**src/rtl/uart_pkg.sv**
```systemverilog
// uart_pkg: shared types and constants for the UART receiver.
// The PARITY state only exists when UART_RX_PARITY_EN is defined.
package uart_pkg;

  // Oversample ticks per bit period and derived positions within a bit.
  localparam int OVERSAMPLE = 16;
  localparam int OS_W       = $clog2(OVERSAMPLE);
  localparam int MID_TICK   = OVERSAMPLE / 2;

`ifdef UART_RX_PARITY_EN
  typedef enum logic [2:0] {
    ST_IDLE   = 3'd0,
    ST_START  = 3'd1,
    ST_DATA   = 3'd2,
    ST_STOP   = 3'd3,
    ST_PARITY = 3'd4
  } rx_state_t;
`else
  typedef enum logic [1:0] {
    ST_IDLE  = 2'd0,
    ST_START = 2'd1,
    ST_DATA  = 2'd2,
    ST_STOP  = 2'd3
  } rx_state_t;
`endif

  // Clocks per oversample tick, truncated; never below one clock.
  function automatic int calc_div(input int clk_hz, input int baud);
    int d;
    d = clk_hz / (baud * OVERSAMPLE);
    if (d < 1) d = 1;
    return d;
  endfunction

endpackage

```
**src/rtl/uart_rx_fifo.sv**
```systemverilog
// uart_rx_fifo: first-word-fall-through byte FIFO for received data.
// Handshake: a byte leaves the FIFO on every clk edge where rd_valid and
// rd_ready are both high; rd_data shows the head byte whenever rd_valid is
// high and holds it until that byte is taken.
// A push into a full FIFO is only accepted when a pop happens in the same
// cycle; otherwise the byte is dropped and overrun pulses for one clock.
module uart_rx_fifo #(
  parameter int DEPTH = 16
) (
  input  logic                           clk,
  input  logic                           rst_n,
  input  logic                           push,
  input  logic [7:0]                     push_data,
  output logic [7:0]                     rd_data,
  output logic                           rd_valid,
  input  logic                           rd_ready,
  output logic                           overrun,
  output logic [$clog2(DEPTH+1)-1:0]     count
);

  localparam int PW = (DEPTH > 1) ? $clog2(DEPTH) : 1;
  localparam int CW = $clog2(DEPTH + 1);
  localparam logic [CW-1:0] FULL_CNT = CW'(DEPTH);

  logic [7:0]    mem [DEPTH];
  logic [PW-1:0] wr_ptr;
  logic [PW-1:0] rd_ptr;
  logic          full;
  logic          do_pop;
  logic          do_push;

  assign full     = (count == FULL_CNT);
  assign rd_valid = (count != '0);
  assign do_pop   = rd_valid && rd_ready;
  assign do_push  = push && (!full || do_pop);
  assign rd_data  = rd_valid ? mem[rd_ptr] : 8'h00;

  // Storage array; when full with a pop, the write lands in the slot being vacated.
  always_ff @(posedge clk) begin
    if (do_push) mem[wr_ptr] <= push_data;
  end

  // Pointers wrap modulo DEPTH; count separates full from empty.
  always_ff @(posedge clk or negedge rst_n) begin
    if (!rst_n) begin
      wr_ptr  <= '0;
      rd_ptr  <= '0;
      count   <= '0;
      overrun <= 1'b0;
    end else begin
      if (do_push) wr_ptr <= wr_ptr + 1'b1;
      if (do_pop)  rd_ptr <= rd_ptr + 1'b1;
      if (do_push && !do_pop)      count <= count + 1'b1;
      else if (do_pop && !do_push) count <= count - 1'b1;
      overrun <= push && full && !do_pop;
    end
  end

endmodule

```
**src/rtl/uart_rx.sv**
```systemverilog
// uart_rx: asynchronous serial receiver, 16x oversampled, LSB first,
// feeding a first-word-fall-through FIFO.
// Build option: define UART_RX_PARITY_EN for 8E1 frames with a parity_err
// output; otherwise frames are 8N1.
// Handshake: a byte transfers on every clk edge where rd_valid and rd_ready
// are both high; rd_data is valid in the same cycle rd_valid is high.
module uart_rx
  import uart_pkg::*;
#(
  parameter int CLK_HZ     = 50_000_000,
  parameter int BAUD       = 115200,
  parameter int FIFO_DEPTH = 16
) (
  input  logic                                clk,
  input  logic                                rst_n,
  input  logic                                rxd,
  output logic [7:0]                          rd_data,
  output logic                                rd_valid,
  input  logic                                rd_ready,
  output logic                                frame_err,
`ifdef UART_RX_PARITY_EN
  output logic                                parity_err,
`endif
  output logic                                overrun,
  output logic [$clog2(FIFO_DEPTH+1)-1:0]     fifo_count,
  output rx_state_t                           state_dbg
);

  localparam int DIV   = calc_div(CLK_HZ, BAUD);
  localparam int DIV_W = (DIV > 1) ? $clog2(DIV) : 1;
  localparam logic [DIV_W-1:0] DIV_LAST  = DIV_W'(DIV - 1);
  localparam logic [OS_W-1:0]  START_MID = OS_W'(MID_TICK - 1);
  localparam logic [OS_W-1:0]  BIT_LAST  = OS_W'(OVERSAMPLE - 1);
  localparam logic [1:0]       SETTLE_DONE = 2'd2;

  rx_state_t        state;
  rx_state_t        state_next;
  logic             rx_meta;
  logic             rx_s;
  logic [1:0]       settle;
  logic             armed;
  logic [DIV_W-1:0] div_cnt;
  logic [OS_W-1:0]  os_cnt;
  logic [2:0]       bit_cnt;
  logic [7:0]       shift;
  logic             tick;
  logic             mid_start;
  logic             mid_bit;
  logic             start_det;
  logic             shift_en;
  logic             push;
  logic             frame_bad;
`ifdef UART_RX_PARITY_EN
  logic             par_check;
  logic             par_bad;
`endif

  assign state_dbg = state;
  assign tick      = (state != ST_IDLE) && (div_cnt == DIV_LAST);
  assign mid_start = tick && (os_cnt == START_MID);
  assign mid_bit   = tick && (os_cnt == BIT_LAST);
  // A start edge counts only once the line has been seen high in IDLE, so a
  // line that is already low (after reset or a framing error) is ignored.
  assign start_det = (state == ST_IDLE) && armed && !rx_s;

  // Two-flop synchroniser and start-edge arming; settle waits out the
  // synchroniser's reset value before trusting a high line.
  always_ff @(posedge clk or negedge rst_n) begin
    if (!rst_n) begin
      rx_meta <= 1'b1;
      rx_s    <= 1'b1;
      settle  <= 2'd0;
      armed   <= 1'b0;
    end else begin
      rx_meta <= rxd;
      rx_s    <= rx_meta;
      if (settle != SETTLE_DONE) settle <= settle + 2'd1;
      if (start_det)
        armed <= 1'b0;
      else if ((state == ST_IDLE) && (settle == SETTLE_DONE) && rx_s)
        armed <= 1'b1;
    end
  end

  // FSM state register.
  always_ff @(posedge clk or negedge rst_n) begin
    if (!rst_n) state <= ST_IDLE;
    else        state <= state_next;
  end

  // FSM next state and per-cycle strobes.
  always_comb begin
    state_next = state;
    shift_en   = 1'b0;
    push       = 1'b0;
    frame_bad  = 1'b0;
`ifdef UART_RX_PARITY_EN
    par_check  = 1'b0;
`endif
    case (state)
      ST_IDLE: begin
        if (start_det) state_next = ST_START;
      end
      ST_START: begin
        // Line high at the start-bit midpoint means it was a glitch.
        if (mid_start) state_next = rx_s ? ST_IDLE : ST_DATA;
      end
      ST_DATA: begin
        if (mid_bit) begin
          shift_en = 1'b1;
`ifdef UART_RX_PARITY_EN
          if (bit_cnt == 3'd7) state_next = ST_PARITY;
`else
          if (bit_cnt == 3'd7) state_next = ST_STOP;
`endif
        end
      end
`ifdef UART_RX_PARITY_EN
      ST_PARITY: begin
        if (mid_bit) begin
          par_check  = 1'b1;
          state_next = ST_STOP;
        end
      end
`endif
      ST_STOP: begin
        // Leaving at the stop midpoint leaves half a bit to catch the next edge.
        if (mid_bit) begin
          state_next = ST_IDLE;
          if (rx_s) begin
`ifdef UART_RX_PARITY_EN
            push = !par_bad;
`else
            push = 1'b1;
`endif
          end else begin
            frame_bad = 1'b1;
          end
        end
      end
      default: state_next = ST_IDLE;
    endcase
  end

  // Bit timing counters, data shift register and error pulses.
  always_ff @(posedge clk or negedge rst_n) begin
    if (!rst_n) begin
      div_cnt   <= '0;
      os_cnt    <= '0;
      bit_cnt   <= 3'd0;
      shift     <= 8'h00;
      frame_err <= 1'b0;
`ifdef UART_RX_PARITY_EN
      par_bad    <= 1'b0;
      parity_err <= 1'b0;
`endif
    end else begin
      // Tick divider is held at zero in IDLE so it restarts at the start edge.
      if (state == ST_IDLE || tick) div_cnt <= '0;
      else                          div_cnt <= div_cnt + 1'b1;

      // Oversample counter realigns at the start-bit midpoint; every later
      // sample falls 16 ticks apart.
      if (state == ST_IDLE)                   os_cnt <= '0;
      else if (state == ST_START && mid_start) os_cnt <= '0;
      else if (tick)                          os_cnt <= os_cnt + 1'b1;

      if (state != ST_DATA) bit_cnt <= 3'd0;
      else if (shift_en)    bit_cnt <= bit_cnt + 3'd1;

      // LSB arrives first, so shift in from the top.
      if (shift_en) shift <= {rx_s, shift[7:1]};

      frame_err <= frame_bad;
`ifdef UART_RX_PARITY_EN
      // Even parity: data bits plus parity bit must hold an even number of ones.
      if (state == ST_IDLE) par_bad <= 1'b0;
      else if (par_check)   par_bad <= ^{shift, rx_s};
      parity_err <= par_check && (^{shift, rx_s});
`endif
    end
  end

  uart_rx_fifo #(
    .DEPTH (FIFO_DEPTH)
  ) u_fifo (
    .clk       (clk),
    .rst_n     (rst_n),
    .push      (push),
    .push_data (shift),
    .rd_data   (rd_data),
    .rd_valid  (rd_valid),
    .rd_ready  (rd_ready),
    .overrun   (overrun),
    .count     (fifo_count)
  );

endmodule

```
**config.mk**
```make
export PLATFORM = sky130hd
export DESIGN_NAME = uart_rx
export DESIGN_NICKNAME = d
export VERILOG_FILES = /design/src/rtl/uart_pkg.sv /design/src/rtl/uart_rx_fifo.sv /design/src/rtl/uart_rx.sv
export SDC_FILE = /design/constraint.sdc
export NUM_CORES = 1
export LEC_CHECK = 0
export CAP_MARGIN = 20
export CORE_ASPECT_RATIO = 0.7
export CORE_MARGIN = 1
export CORE_UTILIZATION = 48
export DETAILED_ROUTE_END_ITERATION = 8
export PLACE_DENSITY = 0.65
export RECOVER_POWER = 100
export SLEW_MARGIN = 20
export SYNTH_ARGS = -nofsm -noshare
export SYNTH_HDL_FRONTEND = slang
export SYNTH_SLANG_ARGS = --single-unit
```
**constraint.sdc**
```tcl
create_clock -name clk -period 8.8 [get_ports clk]
set_input_delay 1.76 -clock clk [delete_from_list [all_inputs] [get_ports clk]]
set_output_delay 1.76 -clock clk [all_outputs]
set_load 0.01 [all_outputs]
```
# Yosys cells after proc, flatten, opt, wreduce, memory -nomap -nowiden
# Memory sizes are Yosys's and may differ from the RTL's.
# Index checks and enable logic that the tools add are counted.
classes:
  addsub: 8
  n_eq_ne: 16
  n_mux: 28
  reduce_logical: 28
op_table:
  columns: ["operator", "n"]
  rows:
  - ["2-to-1 mux 5 bit", 3]
  - ["logical AND 1 bit", 14]
  - ["!= test 2 bit, second input constant", 7]
  - ["adder 4 x 1 -> 4 bit, second input constant", 3]
  - ["2-to-1 mux 1 bit", 12]
  - ["2-to-1 mux 2 bit", 6]
  - ["2-to-1 mux 4 bit", 3]
  - ["adder 5 x 1 -> 5 bit, second input constant", 2]
  - ["== test 5 bit, second input constant", 2]
  - ["2-to-1 mux 8 bit", 1]
  - ["one-hot mux 2 bit (4 select lines)", 1]
  - ["nonzero test 2 bit", 4]
  - ["== test 2 bit, second input constant", 3]
  - ["2-to-1 mux 3 bit", 2]
  - ["AND reduction 5 bit", 1]
  - ["nonzero test 5 bit", 1]
  - ["subtractor 5 x 1 -> 5 bit, second input constant", 1]
  - ["== test 4 x 3 -> 1 bit, second input constant", 1]
  - ["== test 4 bit, second input constant", 1]
  - ["zero test 1 bit", 4]
  - ["adder 3 x 1 -> 3 bit, second input constant", 1]
  - ["== test 3 bit, second input constant", 1]
  - ["nonzero test 3 bit", 1]
  - ["adder 2 x 1 -> 2 bit, second input constant", 1]
  - ["other kinds (3)", 4]
word_totals:
  register_bits: 42
  ramBits: 128
  inputBits: 4
  out_inout_bits: 18
  word_cells: 95
  memories: 1
memory_table:
  columns: ["memory", "depth", "width", "read_ports", "rd_ports_with_merged_regs", "write_ports", "line_no", "text"]
  rows:
  - ["u_fifo.mem", 16, 8, 1, 0, 1, "uart_rx_fifo.sv:25", "logic [7:0] mem [DEPTH];"]

# Depth between registers and ports, before layout
depth:
  word_depth: 10
  mapped_depth: 13
  ltp_nobuf: 12

# Hierarchy
# Synthesis repeated with hierarchy kept, for this count alone.
hier_totals:
  cells_unflattened: 415
  hier_area_um2: 7143.1
modules_own_cells:
  columns: ["mod", "instances", "cells_per_inst", "area_per_inst_um2"]
  rows:
  - ["uart_rx_fifo", 1, 304, 5866.9]
  - ["uart_rx", 1, 111, 1276.2]

# Worst setup path after synthesis
# No wires, ideal clock.
synth_path:
  kind: "input-to-reg"
  startpoint: "input port rd_ready"
  endpoint: "register u_fifo.count[4]"
  t_arrival_ns: 3.914
  required_time_ns: 8.664
  setup_slack_ns: 4.750
  stages: 10
  path_buffers: 1
  path_cell_list: "inv_1 a311oi_1 and2_4 buf_6 ha_1 inv_1 fa_1 a21o_1 a2111oi_0 o31ai_1"
synth_via:
  elab_chain_len: 6
synth_rtl:
  columns: ["item", "line_no", "text"]
  rows:
  - ["start, declared", "uart_rx.sv:19", "input logic rd_ready,"]
  - ["logical AND 1 bit *", "uart_rx_fifo.sv:34", "assign do_pop = rd_valid && rd_ready;"]
  - ["logical OR 1 bit *", "uart_rx_fifo.sv:35", "assign do_push = push && (!full || do_pop);"]
  - ["logical AND 1 bit *", "uart_rx_fifo.sv:35", null]
  - ["named net u_fifo.do_push", "uart_rx_fifo.sv:30", "logic do_push;"]
  - ["zero test 1 bit", "uart_rx_fifo.sv:54", "else if (do_pop && !do_push) count <= count - 1'b1;"]
  - ["logical AND 1 bit", "uart_rx_fifo.sv:54", null]
  - ["nonzero test 2 bit (no line)", null, null]
  - ["end signal, assigned", "uart_rx_fifo.sv:53", "if (do_push && !do_pop) count <= count + 1'b1;"]
  - ["end signal, assigned", "uart_rx_fifo.sv:54", null]
  - ["end, declared", "uart_rx_fifo.sv:18", "output logic [$clog2(DEPTH+1)-1:0] count"]
# Mark *: on every way through the listed nets, which the timed path passes. The rest lies on a longest branch.
# A chain may end at the register's enable or synchronous reset.

# Worst setup path after layout
layout_path:
  startpoint: "register u_fifo.rd_ptr[1]"
  endpoint: "output port rd_data[7]"
layout_via:
  elab_chain_len: 2
layout_rtl:
  columns: ["item", "line_no", "text"]
  rows:
  - ["start, declared", "uart_rx_fifo.sv:27", "logic [PW-1:0] rd_ptr;"]
  - ["start signal, assigned", "uart_rx_fifo.sv:52", "if (do_pop) rd_ptr <= rd_ptr + 1'b1;"]
  - ["memory read (16 x 8 bit)", null, null]
  - ["2-to-1 mux 8 bit", "uart_rx_fifo.sv:36", "assign rd_data = rd_valid ? mem[rd_ptr] : 8'h00;"]
  - ["end, declared", "uart_rx.sv:17", "output logic [7:0] rd_data,"]
# No other way between the ends.

==> results.cfg <==
[grt]
grt_max_degree = 43
grt_use_total_pct = 18.51
grt_first_pass_wirelength_mm = 20.58
gr-total-overflow = 0
antenna_found_initial = 0
grt_pass1_vias = 3669

[sta]
relSlewSlack_pct = -58.18
slew_violations = 89
finalSetupViolations = 0
tightest_slew_ns = 2.373
rsz0062_at_grt = false
max_freq_mhz = 176.8
setup_slack_ns = 3.145
hold_violations = 0
fin_skew_ns = 0.007930
finalSetupTns_ns = 0
min_period_ns = 5.655
fin_crit_sh_pct = 64.27

[clock_network]
cts_sinks = 170
clk_latency_ns = 0.43
clock_path_buffers = 2
post_cts_buffers = 0
cts_hold_buf = 0
cts_tree = yes
clk_pin_slew_ns = 0.06
clock-root-buffer = clkbuf_16
cts_made_buffers = 17
htreeDepth = 4
post_cts_resize_count = 0

[layout]
instances_no_fill = 631
layout-area-overhead-vs-synth_pct = 12.67
multi_input_area_um2 = 2012
post-route-util_pct = 56.40
diodes = 0
drive_above_1_share_pct = 19.73
nFillCells = 1091
seq_area_um2 = 4897
nNetsFinal = 448

[floorplanning]
start_util_pct = 50.06
die-width_um = 147.2
fp.dieArea_um2 = 15250
ios = 22
die_h_um = 103.6
rows = 36
coreArea_um2 = 14140

[power_and_ir_drop]
combPwrFrac_pct = 3.0
p_sw_mw = 0.3515
p_sw_share_pct = 21.16
ir_worst_vdd_uv = 125.0
cellLeakagePower_nw = 3.212
p_seq_share_pct = 53.4
internal_power_mw = 1.309
p_total_mw = 1.661
power_frac_clock_pct = 43.6
power_density_nw_per_um2 = 208.2

[yosys]
synth_top_flop_cell = edfxtp_1
postSynthCellCount = 404
yosys_warnings = 0
synth_seq_area_share_pct = 69.16
synth_top_family_by_area = multiplexers
synth-xor-area-share_pct = 1.855
ys_seq_elements = 170
synth.net_count = 424
synthAdderAreaFrac_pct = 2.933
yosysUniqueCellTypes = 45
avgSynthCellArea_um2 = 17.53
syn_area_um2 = 7081
synthArstFlopShare_pct = 24.71
yosys.area_share.simple_pct = 6.185
synth_compound_area_share_pct = 3.322
muxShareOfSynthArea_pct = 14.60
synth_edf_count = 128

[setup_path]
cp.required_ns = 7.04
arrival_ns = 3.90
crit_fanout = 35
cp_slowest_stage_delay_ns = 1.60
critPathCapture = rd_data[7]
startpoint_type = flop
critical_path.cell_chain = mux4_2 > mux2_2 > o21ai_0 > a21oi_1 > dlygate4sd3_1
r2r_start = div_cnt[0]
critPathKind = reg -> out
crit_path_end_kind = output port
r2r_cells = 11
critPathSlowestCell = dfrtp_1
r2r_end = u_fifo.count[4]
cp.depth = 5
rrSetupSlack_ns = 3.82
critPathBufInv = 1
worstSetupStartpoint = u_fifo.rd_ptr[1]
crit_family = flip-flops

[detailed_routing]
met3WireLength_um = 734
ant_nets = 0
via_per_inst = 5.605
topRoutingLayerUsed = met4
drt_pre_antenna_iters = 4
drt_iter0_drc = 228
route.detailed.drc = 0
wl_per_cell_um = 20.05
drt_wl_total_mm = 12.65
wl_met2_mm = 5.951
via_count = 3537
wirelength_met1_mm = 5.848

[placed_design]
portBuffers = 21
dp.cells = 599
dp_hpwl_mm = 8.012
finalWeightedCongestion = 0.8008
place_ws_ns = 3.885

[outcome]
violations = max-capacitance violations, max-slew violations
status = complete, but fails checks

[run]
maxCapViolCount = 3

[min_path]
min_path_type = reg -> reg
-- stage by stage --
stage                     hold WS [ns]  area, µm²
after floorplan                 0.3452       7081
after global placement          0.3466       7443
after detailed placement        0.3475       7443
after CTS                       0.3567       8018
after global routing            0.3597       7978
final                           0.3556       7978
-- registers in the layout, summed over array words and instances (netlist names), 2 cells and up, named ones only --
register       cells
u_fifo.wr_ptr      4
bit_cnt            3
div_cnt            5
u_fifo.mem       128
shift              8
settle             2
u_fifo.rd_ptr      4
os_cnt             4
u_fifo.count       5
-- layout make-up --
cell class / instances / share of cell area (%)
Clock buffer: 17 / 5.332
Clock inverter: 15 / 1.866
Inverter: 9 / 0.4235
Multi-Input combinational cell: 206 / 25.22
Sequential cell: 170 / 61.39
Tap cell: 190 / 2.980
Timing Repair Buffer: 24 / 2.792
-- per-layer routing --
| metal | up-vias | GRT usage [%] |
|---|---|---|
| met5 | - | 0 |
| met4 | 0 | 5.744 |
| met3 | 12 | 5.330 |
| met2 | 81 | 27.73 |
| met1 | 1814 | 26.26 |
| li1 | 1630 | - |
-- cell usage after synthesis, types with 4 or more instances --
library cell	number	area, µm²
a21oi_1	14	70.07
and3_1	12	75.07
buf_2	8	40.04
clkbuf_1	6	22.52
dfrtp_1	40	1001
edfxtp_1	128	3844
ha_1	15	187.7
inv_1	9	33.78
mux2_2	17	191.4
mux2i_1	11	110.1
mux4_2	32	720.7
nand2_1	14	52.55
nand3_1	9	45.04
nor2_1	12	45.04
nor2b_1	4	25.02
nor3_1	7	35.03
o21ai_0	14	70.07
xnor2_1	11	96.34
xor2_1	4	35.03
-- power groups by stage --
| stage | registers [mW] | clock network (mW) | logic (mW) |
|---|---|---|---|
| final | 0.886 | 0.725 | 0.0503 |
| after global routing | 0.888 | 0.773 | 0.0601 |
| after CTS | 0.888 | 0.739 | 0.0560 |
| after detailed placement | 0.905 | 0 | 0.0557 |
| after global placement | 0.904 | 0 | 0.0533 |
| after floorplan | 0.900 | 0 | 0.0449 |
-- cells in the final DEF, fill, tap and decap left out, types with 2 or more instances in the layout --
master,instances
xnor2_1,11
inv_1,9
buf_4,2
clkbuf_16,17
edfxtp_1,128
nand2b_1,2
clkinv_2,4
bufinv_16,2
dfstp_2,2
ha_1,15
xor2_1,4
inv_6,3
and3_1,12
nor3_1,7
a21oi_1,14
mux2i_1,11
dlygate4sd3_1,19
and4_1,3
o21ai_0,15
nor4_1,2
nor2_1,12
nand4b_1,2
mux2_2,17
a31oi_1,3
clkbuf_1,2
dfrtp_1,40
nand3_1,9
nand2_1,14
a21o_1,3
clkinvlp_4,4
nor2b_1,4
mux4_2,32
-- cells by family after synthesis --
family | Yosys count
and+or+nand+nor | 73
AOI/OAI and AO/OA | 41
buffers and inverters | 28
adders and majority gates | 16
xor gates and xnor gates | 15
muxes | 61
DFF | 170
-- worst min-delay path by stage --
stage,startpoint,endpoint,slack [ns],cells after the start
finish,rx_meta,rx_s,0.36,0
global placement,rx_meta,rx_s,0.35,0
CTS,rx_meta,rx_s,0.36,0
detailed placement,rx_meta,rx_s,0.35,0
floorplan,rx_meta,rx_s,0.35,0
global route,rx_meta,rx_s,0.36,0
Note: power is estimated with default switching activity, not from simulation.
